## config.mk

```make
export PLATFORM = sky130hd
export DESIGN_NAME = rx_chain_model_n
export DESIGN_NICKNAME = d
export VERILOG_FILES = /design/src/rtl/rx_chain_model_n.sv
export SDC_FILE = /design/constraint.sdc
export NUM_CORES = 1
export LEC_CHECK = 0
export BUFFER_PORTS_ARGS = -buffer_cell sky130_fd_sc_hd__buf_2
export CAP_MARGIN = 20
export CORE_AREA = 2 2 260 262
export DETAILED_ROUTE_END_ITERATION = 6
export DIE_AREA = 0 0 262 264
export HOLD_SLACK_MARGIN = 0.1
export MAX_ROUTING_LAYER = met4
export PLACE_DENSITY = 0.62
export SKIP_CTS_REPAIR_TIMING = 1
export SLEW_MARGIN = 20
export SYNTH_ARGS = -nofsm -noshare
export SYNTH_HDL_FRONTEND = slang
export SYNTH_SLANG_ARGS = --single-unit
```

## constraint.sdc

```tcl
create_clock -name clk -period 10.9 [get_ports clk]
set_input_delay 3.27 -clock clk [delete_from_list [all_inputs] [get_ports clk]]
set_output_delay 3.27 -clock clk [all_outputs]
set_load 0.01 [all_outputs]
```

## src/rtl/rx_chain_model_n.sv

```systemverilog
// rx_chain_model_n: selectable DDS source, integrate-and-dump decimator with
// a deterministic test-pattern mode, feeding an AXI-stream master through a
// small output FIFO with sticky overflow reporting.
module rx_chain_model_n #(
  parameter int DDS_N      = 3,
  parameter int DDS_W      = 18,
  parameter int SRC_W      = 2,
  parameter int RATE_W     = 10,
  parameter int OUT_W      = 32,
  parameter int FIFO_DEPTH = 16
) (
  input  logic                          clk,
  input  logic                          rst_n,
  input  logic [RATE_W-1:0]             rate_i,
  input  logic [DDS_N*DDS_W-1:0]        dds_i,
  input  logic [SRC_W-1:0]              dds_source_i,
  input  logic                          axis_tready_i,
  output logic                          axis_tvalid_o,
  output logic [OUT_W-1:0]              axis_tdata_o,
  output logic                          overflow_o,
  output logic [$clog2(FIFO_DEPTH):0]   fill_o
);

  localparam int AW = $clog2(FIFO_DEPTH);

  // Window state
  logic [RATE_W-1:0] cnt_q, cnt_d;
  logic [RATE_W-1:0] d_q, d_d;
  logic [SRC_W-1:0]  src_q, src_d;
  logic [RATE_W-1:0] d_eff_s;
  logic [SRC_W-1:0]  src_eff_s;
  logic              win_end_s;
  logic              pattern_s;

  // Datapath state
  logic [OUT_W-1:0]  acc_q, acc_d;
  logic [OUT_W-1:0]  pat_q, pat_d;
  logic [DDS_W-1:0]  samp_raw_s;
  logic [OUT_W-1:0]  samp_s;
  logic              push_s;
  logic [OUT_W-1:0]  push_data_s;

  // FIFO state
  logic [OUT_W-1:0]  mem_q [FIFO_DEPTH];
  logic [OUT_W-1:0]  mem_d [FIFO_DEPTH];
  logic [AW-1:0]     wr_ptr_q, wr_ptr_d;
  logic [AW-1:0]     rd_ptr_q, rd_ptr_d;
  logic [AW:0]       fill_q, fill_d;
  logic              ovf_q, ovf_d;
  logic              pop_s;
  logic              full_s;
  logic              wr_en_s;
  logic              drop_s;

  // Window configuration: rate and source are taken live on the first cycle
  // of a window and held from the latched copies for the rest of it.
  always_comb begin
    d_eff_s   = d_q;
    src_eff_s = src_q;
    if (cnt_q == '0) begin
      d_eff_s   = (rate_i == '0) ? RATE_W'(1) : rate_i;
      src_eff_s = dds_source_i;
    end else begin
      d_eff_s   = d_q;
      src_eff_s = src_q;
    end
    d_d       = d_eff_s;
    src_d     = src_eff_s;
    win_end_s = (cnt_q == (d_eff_s - RATE_W'(1)));
    if (win_end_s) begin
      cnt_d = '0;
    end else begin
      cnt_d = cnt_q + RATE_W'(1);
    end
    pattern_s = (32'(src_eff_s) >= 32'(DDS_N));
  end

  // Source mux and sign extension of the selected DDS sample.
  always_comb begin
    samp_raw_s = '0;
    for (int s = 0; s < DDS_N; s++) begin
      if (32'(src_eff_s) == 32'(s)) begin
        samp_raw_s = dds_i[s*DDS_W +: DDS_W];
      end else begin
        samp_raw_s = samp_raw_s;
      end
    end
    samp_s = OUT_W'($signed(samp_raw_s));
  end

  // Integrate-and-dump / pattern generator producing at most one push per cycle.
  always_comb begin
    acc_d       = acc_q;
    pat_d       = pat_q;
    push_s      = 1'b0;
    push_data_s = '0;
    if (pattern_s) begin
      acc_d = '0;
      if (win_end_s) begin
        push_s      = 1'b1;
        push_data_s = pat_q;
        pat_d       = pat_q + OUT_W'(1);
      end else begin
        pat_d = pat_q;
      end
    end else begin
      if (win_end_s) begin
        push_s      = 1'b1;
        push_data_s = acc_q + samp_s;
        acc_d       = '0;
      end else begin
        acc_d = acc_q + samp_s;
      end
    end
  end

  // FIFO control: a push into a full FIFO survives only if the head is
  // leaving on the same edge; otherwise it is dropped and flagged.
  always_comb begin
    pop_s   = (fill_q != '0) && axis_tready_i;
    full_s  = (fill_q == (AW+1)'(FIFO_DEPTH));
    wr_en_s = push_s && (!full_s || pop_s);
    drop_s  = push_s && full_s && !pop_s;
    mem_d   = mem_q;
    if (wr_en_s) begin
      mem_d[wr_ptr_q] = push_data_s;
      wr_ptr_d        = wr_ptr_q + AW'(1);
    end else begin
      wr_ptr_d = wr_ptr_q;
    end
    if (pop_s) begin
      rd_ptr_d = rd_ptr_q + AW'(1);
    end else begin
      rd_ptr_d = rd_ptr_q;
    end
    case ({wr_en_s, pop_s})
      2'b10:   fill_d = fill_q + (AW+1)'(1);
      2'b01:   fill_d = fill_q - (AW+1)'(1);
      default: fill_d = fill_q;
    endcase
    ovf_d = ovf_q | drop_s;
  end

  // Control and datapath registers with synchronous active-low reset.
  always_ff @(posedge clk) begin
    if (!rst_n) begin
      cnt_q    <= '0;
      d_q      <= RATE_W'(1);
      src_q    <= '0;
      acc_q    <= '0;
      pat_q    <= '0;
      wr_ptr_q <= '0;
      rd_ptr_q <= '0;
      fill_q   <= '0;
      ovf_q    <= 1'b0;
    end else begin
      cnt_q    <= cnt_d;
      d_q      <= d_d;
      src_q    <= src_d;
      acc_q    <= acc_d;
      pat_q    <= pat_d;
      wr_ptr_q <= wr_ptr_d;
      rd_ptr_q <= rd_ptr_d;
      fill_q   <= fill_d;
      ovf_q    <= ovf_d;
    end
  end

  // FIFO storage; contents are don't-care until written, so no reset.
  always_ff @(posedge clk) begin
    mem_q <= mem_d;
  end

  // Output drive: head word is forced to zero while the FIFO is empty.
  always_comb begin
    axis_tvalid_o = (fill_q != '0);
    if (fill_q != '0) begin
      axis_tdata_o = mem_q[rd_ptr_q];
    end else begin
      axis_tdata_o = '0;
    end
    overflow_o = ovf_q;
    fill_o     = fill_q;
  end

endmodule

```

### After elaboration in Yosys (flattened, before gate mapping)

Cells that the tools add are included.
Widths: inputs -> output; s select.

* register bits: 612
* word-level logic and storage cells: 81
* input bits: 69

* bitwise logic cells: 4
* $add $sub $neg: 8
* eq/ne operators: 6
* reductions and logical operators: 16
* multiplexer cells: 18
* $lt $le $gt $ge: 4

Operator list (count)
* $bwmux 512: 1
* $mux 32: 7
* $bmux 32 s4: 1
* $demux 32 s4: 1
* $mux 18: 3
* $add 32x1->32 const B: 1
* $add 32x32->32: 1
* $logic_not 10->1: 2
* $mux 10: 2
* $add 10x1->10 const B: 1
* $eq 10x10->1: 1
* $ge 5x5->1 const B: 2
* $not 4->5: 2
* $pmux 5 s2: 1
* $sub 10x1->10 const B: 1
* $add 4x1->4 const B: 2
* $add 5x1->5 const B: 1
* $eq 5x5->1 const B: 1
* $logic_and 1x1->1: 5
* $lt 5x1->1 const B: 1
* $reduce_bool 5->1: 1
* $sub 5x1->5 const B: 1
* $eq 2x1->1 const B: 2
* $eq 2x2->1 const B: 2
* 12 further kinds: 13

### Depth between registers and ports, before layout

Gate-level depths: netlist of run 1.

* word-level depth: 10
* depth in mapped cells: 25
* depth with buffers taken out: 22

### Worst setup path before layout of run 1

Ideal clock, no wire load.

* kind: input -> register
* start point: input port rate_i[1]
* end point: register mem_q[384] (netlist bit), enable pin
* arrival: 8297 ps
* path slack: 2142 ps
* stages on the path: 14
* setup time: 461 ps
* data required time: 10439 ps
* path buffers: 1
* cell sequence: nor3_1 -> a31o_2 -> a21oi_1 -> ha_1 -> or4b_4 -> o21a_1 -> or4_1 -> o211a_2 -> nor4_4 -> nand3_2 -> nor2b_2 -> buf_6 -> nand2_1 -> nor3_1

* word-level cells in the longest chain between the ends: 7

Ends and longest elaborated chain
* from (decl): RTL line 14 `input logic [RATE_W-1:0] rate_i,`
* $logic_not 10->1: RTL line 61 `d_eff_s = (rate_i == '0) ? RATE_W'(1) : rate_i;`
* $mux 10 (*): RTL line 61
* $mux 10 (*): RTL line 60 `if (cnt_q == '0) begin`
* $sub 10x1->10 (*): RTL line 69 `win_end_s = (cnt_q == (d_eff_s - RATE_W'(1)));`
* $eq 10x10->1 (*): RTL line 69
* $mux 1 (*): RTL line 99, 107
* $logic_and 1x1->1 (*): RTL line 122 `wr_en_s = push_s && (!full_s || pop_s);`
* to (signal assigned): RTL line 171 `mem_q <= mem_d;`
* to (decl): RTL line 44 `logic [OUT_W-1:0] mem_q [FIFO_DEPTH];`

Mark *: on every way between the ends. The rest lies on a longest branch, timed or not.
A chain may end at the register's enable or synchronous reset.

### Worst setup path after layout of run 1

* start point: input port rate_i[2]
* end point: register mem_q[325] (netlist bit), enable pin

The elaborated chain is that of the path after synthesis.

==> metrics.sh, run 1 <==
GRT_PASS1_VIAS=15000
CP-START-KIND='input port'
SLEW-LIMIT-HEADROOM_PCT=33.9
HOLD_REMOVAL_PATH_CLASS='reg2reg'
YOSYSUNIQUECELLTYPES=69
LAYOUT_CELLS_SIZED_ABOVE_1_PCT=26.1
CP.REQUIRED_PS=11190
SYN-MEAN-INSTANCE-AREA_UM2=16.1
PWR_DENSITY_CELL_nW_PER_UM2=205
ANT_NETS=0
DRV_SLEW=0
DIE_WIDTH_UM=262
CORE_REGION_AREA_UM2=66600
DOMINANTREGCELLSYNTH='sky130_fd_sc_hd__edfxtp_1'
GRT_PASS1_WL_UM=89700
CTS_TREE='done'
MULTI_INPUT_AREA_UM2=8700
POWER.LEAKAGE_nW=10.9
CTS.CLK_SLEW.WORST_PATHS_PS=60
ROUTED_LENGTH_PER_PLACED_INSTANCE_UM=21.5
NFILLCELLS=5785
CLKSINKCOUNT=612
SYNTH_AREA_UM2=26300
CLOCK_INSERTION_DELAY_WORST_SKEW_PS=620
GRT-OVFL-TOTAL=0
HTREEDEPTH=2
MAXCAPVIOLATIONS=0
CRITPATHKIND='in2reg'
FLOORPLAN.DIE.HEIGHT_UM=264
FINISH.NET_COUNT=1859
IOS=108
POWER_FRAC_SEQ_PCT=42.6
CTS_ROOT_BUFFER='sky130_fd_sc_hd__clkbuf_16'
DETAIL_ROUTE.WIRELENGTH_UM=57500
HOLDWS_PS=472
AVGVIACOUNTPERCELL=5.40
START_UTIL_PCT=39.5
GRTUSAGETOTAL_PCT=17.5
CRITPATHLAUNCH='rate_i[2]'
ROUTED-VIA-COUNT=14400
INTERNAL_POWER_OF_THE_CELLS_mW=4.40
DRT-INITIAL-DRC-COUNT=1142
FINALWORSTPATHREQUIREDPERIOD_PS=8140
SYNTHESIS.INSTANCES=1629
WORSTPATHARRIVAL_PS=8420
ACHIEVABLE-FREQUENCY_GHz=0.123
SYNTH_SEQ_AREA_SHARE_PCT=66.1
FLOW.AREA_GROWTH_FROM_SYNTHESIS_PCT=14.2
SETUP.WORST_PATH.END_CLASS='register'
POSTSYNTH.ASYNCRESETSHARE_PCT=0
COUNT_OF_FLIP_FLOPS_WITH_A_BUILT_IN_ENABLE_AFTER_SYNTHESIS=512
FP.DIEAREA_UM2=69200
SYNTH.FF_LATCH_COUNT=612
SEQ_AREA_UM2=17400
DRT_FIRST_PASS_ITERS=5
SYNTHESIS.NETS=1741
GPL.FINAL_WEIGHTED_CONGESTION=0.821
ANTENNA_FOUND_INITIAL=2
YOSYSWARNINGS=0
PORTBUFS=107
MAX-CLOCK-PATH-BUFFERS=3
FINAL_CELL_MIX='sky130_fd_sc_hd__edfxtp_1, sky130_fd_sc_hd__mux4_2, sky130_fd_sc_hd__buf_2'
NETSWITCHINGFRACTION_PCT=28.7
FP-ROW-COUNT=95
PLACE.DETAILED.HPWL_UM=35700
FINAL-SETUP-VIOL-COUNT=0
HOLD_VIOL_FINAL=0
CRITICAL_PATH.REG2REG.STARTPOINT='cnt_q[2]$_SDFF_PP0_'
FIN_TNS_SETUP_PS=0
CLOCK_POWER_SHARE_PCT=33.2
POWER.COMBINATIONAL.FRACTION_PCT=24.2
DRC_VIOLATION_COUNT_AFTER_ROUTING=0
RUN_STATUS='complete, no violations'
CTS-BUFFERS-INSERTED=61
PERIOD_SHARE_PCT=74.7
POWER.SWITCHING_mW=1.77
WORST-SLEW-PIN-TRANSITION_PS=991
PIN_COUNT_OF_THE_BIGGEST_NET_ENTERING_GLOBAL_ROUTING=66
HOLD_PATH.STARTPOINT='overflow_o$_SDFF_PN0_'
FINAL_COMMON_CELL='sky130_fd_sc_hd__edfxtp_1'
FINISH.UTILIZATION_PCT=45.1
GRT_SETUP_UNREPAIRED='false'
FIN_WORST_SKEW_PS=18.6
IRDROPWORSTVDD_mV=0.115
PATH_MAX_FANOUT=42
-- cells in the mapped netlist, drive strengths merged, types with 8 or more instances --
library cell / n / area share, %
nor2b: 15 / 0.39
edfxtp: 512 / 58
and3: 12 / 0.29
o31ai: 8 / 0.29
nand2b: 8 / 0.19
xnor2: 49 / 1.6
nand4: 17 / 0.40
a21oi: 57 / 1.1
clkbuf: 58 / 0.83
a31oi: 10 / 0.24
nand2: 90 / 1.3
mux2i: 27 / 1.0
buf: 28 / 0.53
mux4: 160 / 14
a21boi: 9 / 0.26
nor3b: 10 / 0.29
and2: 80 / 1.9
o21ai: 43 / 0.82
o21a: 9 / 0.26
nor3: 14 / 0.31
nor2: 103 / 1.5
xor2: 32 / 1.1
a21o: 20 / 0.57
inv: 21 / 0.30
nand3: 25 / 0.53
ha: 42 / 2.0
nor4: 10 / 0.29
dfxtp: 100 / 7.6
-- flip-flops by register name, summed over array words and instances, names as in the netlist --
register and count:
mem_q 512, acc_q 32, pat_q 32, cnt_q 10
d_q 10, fill_o 5, rd_ptr_q 4, wr_ptr_q 4
src_q 2, overflow_o 1
-- cell type report --
type                    instances  share of cell area, %
diodes                          1                0.00833
clock buffers                  75                   5.39
clock inverters                37                   1.13
inverters                      21                  0.263
multi-input cells             910                   29.0
flip-flops and latches        612                   57.9
well taps                     873                   3.64
repair buffers                141                   2.70
-- worst max-delay path, stage by stage --
cell                      delay, ps
sky130_fd_sc_hd__buf_2          130
sky130_fd_sc_hd__nor3_1          70
sky130_fd_sc_hd__a31o_2         280
sky130_fd_sc_hd__a21oi_1        230
sky130_fd_sc_hd__ha_1           300
sky130_fd_sc_hd__or4b_2         630
sky130_fd_sc_hd__nor4_1         320
sky130_fd_sc_hd__xor2_1         120
sky130_fd_sc_hd__o211a_2        280
sky130_fd_sc_hd__nor4_4         370
sky130_fd_sc_hd__nand3_4        540
sky130_fd_sc_hd__nor2b_2        550
sky130_fd_sc_hd__nand2_1        320
sky130_fd_sc_hd__nor2_4         590
sky130_fd_sc_hd__buf_4          420
-- power by group through the flow --
| stage | Clock [mW] | Combinational (mW) | Sequential, mW |
|---|---|---|---|
| 6_report | 2.04 | 1.49 | 2.63 |
| 5_1_grt | 2.19 | 1.66 | 2.64 |
| 4_1_cts | 2.10 | 1.47 | 2.65 |
| 3_5_place_dp | 0 | 1.47 | 2.70 |
| 3_3_place_gp | 0 | 1.45 | 2.70 |
| 2_1_floorplan | 0 | 1.09 | 2.65 |
-- cell families after synthesis --
group	Yosys count	synth area share (%)
and+or+nand+nor	413	8.25
DFF	612	66.1
adders and majority gates	43	2.07
buffers and inverters	107	1.66
xor gates and xnor gates	81	2.70
AOI/OAI and AO/OA	183	4.41
muxes	190	14.9
-- metrics by stage --
| step | cell area, um^2 | cells | setup WS, ps | power, mW |
|---|---|---|---|---|
| 2_1_floorplan | 26300 | 1629 | 2140 | 3.74 |
| 5_1_grt | 30000 | 2669 | 2370 | 6.48 |
| 3_3_place_gp | 28000 | 2556 | 2050 | 4.15 |
| 6_report | 30000 | 2670 | 2760 | 6.17 |
| 4_1_cts | 29900 | 2668 | 2500 | 6.23 |
| 3_5_place_dp | 28000 | 2556 | 1840 | 4.17 |
-- final timing paths --
| kind | to | slack, ps | cells after the start |
|---|---|---|---|
| max reg2reg | mem_q[511]$_DFFE_PP_ | 4240 | 19 |
| min reg2reg | overflow_o$_SDFF_PN0_ | 470 | 1 |
| max | mem_q[325]$_DFFE_PP_ | 2760 | 15 |
| min | overflow_o$_SDFF_PN0_ | 470 | 1 |
-- per-layer routing --
metal	wire length (um)	share of wire (%)	track usage (%)
met1	25300	44	23.4
met2	28600	50	28.6
met3	2590	4.5	2.22
met4	914	1.6	4.23
met5	0	0	-
(Power assumes the default switching activity.)
==> run 2: changes to the inputs <==
--- a/config.mk
+++ b/config.mk
@@ -12,7 +12,7 @@
 export DIE_AREA = 0 0 262 264
 export HOLD_SLACK_MARGIN = 0.1
 export MAX_ROUTING_LAYER = met4
-export PLACE_DENSITY = 0.62
+export PLACE_DENSITY = 0.64
 export SKIP_CTS_REPAIR_TIMING = 1
 export SLEW_MARGIN = 20
 export SYNTH_ARGS = -nofsm -noshare
==> constraint.sdc (replaced) <==
create_clock -name clk -period 6.7 [get_ports clk]
set_input_delay 2.01 -clock clk [delete_from_list [all_inputs] [get_ports clk]]
set_output_delay 2.01 -clock clk [all_outputs]
set_load 0.01 [all_outputs]
==> run 2 against run 1 <==
Effect of this change: sequential power up 65%; global-route usage increased by 0.082 points; first-iteration DRC count grew 0.53%; highest routed layer unchanged; critical path type unchanged; hold slack lost 9.3 ps; sequential share of layout area fell by 1.3 points.
==> metrics.sh, run 2 (synthesis results as in run 1) <==
ANTENNA_CELLS_INSERTED=0
PIN_COUNT_OF_THE_BIGGEST_NET_ENTERING_GLOBAL_ROUTING=64
RUN_STATUS='complete, no violations'
GRT-OVFL-TOTAL=0
WORSTPATHARRIVAL_PS=6280
CTS-BUFFERS-INSERTED=61
IRDROPWORSTVDD_mV=0.203
CP.REQUIRED_PS=7000
DETAIL_ROUTE.WIRELENGTH_UM=58200
LARGEST_REG_FLOPS=512
FINALWORSTPATHREQUIREDPERIOD_PS=5980
CTS_TREE='done'
FINISH.NET_COUNT=1908
MAX-CLOCK-PATH-BUFFERS=3
PERIOD_SHARE_PCT=89.3
HOLD_REMOVAL_PATH_CLASS='reg2reg'
MAX_FLOP_REGISTER='mem_q'
AVGVIACOUNTPERCELL=5.36
ROUTED_LENGTH_PER_PLACED_INSTANCE_UM=21.4
IOS=108
FIN_WORST_SKEW_PS=20.1
HOLD_VIOL_FINAL=0
FLOW.AREA_GROWTH_FROM_SYNTHESIS_PCT=16.8
ACHIEVABLE-FREQUENCY_GHz=0.167
GRT_PASS1_VIAS=15100
PLACE.DETAILED.HPWL_UM=36300
CRITPATHKIND='in2reg'
CLKSINKCOUNT=612
LARGEST_REGISTERS='mem_q x512, acc_q x32, pat_q x32'
NFILLCELLS=5735
HTREEDEPTH=2
WORST-SLEW-PIN-TRANSITION_PS=1070
PORTBUFS=107
ROUTED-VIA-COUNT=14600
FP.DIEAREA_UM2=69200
CTS_ROOT_BUFFER='sky130_fd_sc_hd__clkbuf_16'
FINALPOWER_mW=10.4
FLOORPLAN.DIE.HEIGHT_UM=264
START_UTIL_PCT=39.5
FIN_TNS_SETUP_PS=0
SETUP.WORST_PATH.END_CLASS='register'
POWER.LEAKAGE_nW=11.3
HOLDWS_PS=463
WORST_SLACK_PLACED_PS=111
CORE_REGION_AREA_UM2=66600
ANT_NETS=0
DRT-INITIAL-DRC-COUNT=1148
GPL.FINAL_WEIGHTED_CONGESTION=0.880
CLOCK_INSERTION_DELAY_WORST_SKEW_PS=620
GRT_SETUP_UNREPAIRED='false'
SLEW-LIMIT-HEADROOM_PCT=28.7
CP-START-KIND='input port'
FINAL_COMMON_CELL='sky130_fd_sc_hd__edfxtp_1'
DRC_VIOLATION_COUNT_AFTER_ROUTING=0
FINAL-SETUP-VIOL-COUNT=0
MAXCAPVIOLATIONS=0
PWR_DENSITY_CELL_nW_PER_UM2=337
ANTENNA_FOUND_INITIAL=0
DIE_WIDTH_UM=262
FINAL_CELL_MIX='sky130_fd_sc_hd__edfxtp_1, sky130_fd_sc_hd__mux4_2, sky130_fd_sc_hd__buf_2'
CTS.CLK_SLEW.WORST_PATHS_PS=60
PATH_MAX_FANOUT=41
FINAL.SETUP.WORST_SLACK_PS=719
DRT_FIRST_PASS_ITERS=5
FP-ROW-COUNT=95
LAYOUT_CELLS_SIZED_ABOVE_1_PCT=27.4
GRT_PASS1_WL_UM=90100
DRV_SLEW=0
GRTUSAGETOTAL_PCT=17.6
## run 2: critical path, cell delays in order
cell and delay [ps]:
sky130_fd_sc_hd__buf_2 130, sky130_fd_sc_hd__nor3_1 80, sky130_fd_sc_hd__a31o_2 280, sky130_fd_sc_hd__a21oi_1 240
sky130_fd_sc_hd__ha_1 290, sky130_fd_sc_hd__or4b_2 640, sky130_fd_sc_hd__nor4_1 300, sky130_fd_sc_hd__xor2_1 120
sky130_fd_sc_hd__o211a_2 280, sky130_fd_sc_hd__nor4_4 300, sky130_fd_sc_hd__nand3_2 110, sky130_fd_sc_hd__buf_4 280
sky130_fd_sc_hd__nor2b_2 260, sky130_fd_sc_hd__nand2_1 310, sky130_fd_sc_hd__nor2_4 350, sky130_fd_sc_hd__buf_12 270
## run 2: area by class of cell
cell class                      instances  area [um^2]  area share [%]
Inverter                               21         78.8           0.256
Clock inverter                         45          549            1.79
Multi-Input combinational cell        910         8640            28.1
Clock buffer                           71         1640            5.33
Timing Repair Buffer                  190         1350            4.38
Sequential cell                       612        17400            56.6
Tap cell                              873         1090            3.55
## run 2: path summary, 6_finish.rpt
check	from	to	slack [ps]	depth (start not counted)
worst min register to register	overflow_o$_SDFF_PN0_	overflow_o$_SDFF_PN0_	460	1
worst min-delay path	overflow_o$_SDFF_PN0_	overflow_o$_SDFF_PN0_	460	1
worst max register to register	cnt_q[0]$_SDFF_PP0_	mem_q[63]$_DFFE_PP_	730	21
worst max-delay path	rate_i[2]	mem_q[146]$_DFFE_PP_	720	16
## run 2: power breakdown
part	switching, mW	internal, mW
registers	0.143	4.19
logic	1.29	1.08
clock network	1.44	2.21
total	2.88	7.49
## run 2: routing by layer
metal / GRT usage, % / share of wire [%]
met1: 23.6 / 43
met2: 28.6 / 49
met3: 2.23 / 5.7
met4: 4.17 / 1.7
met5: - / 0
## run 2: metrics by stage
step | cells | util, % | area [um^2]
4_1_cts | 2722 | 46.2 | 30700
3_5_place_dp | 2606 | 42.9 | 28500
3_3_place_gp | 2606 | 42.9 | 28500
2_1_floorplan | 1629 | - | 26300
5_1_grt | 2722 | 46.2 | 30700
6_report | 2722 | 46.2 | 30700
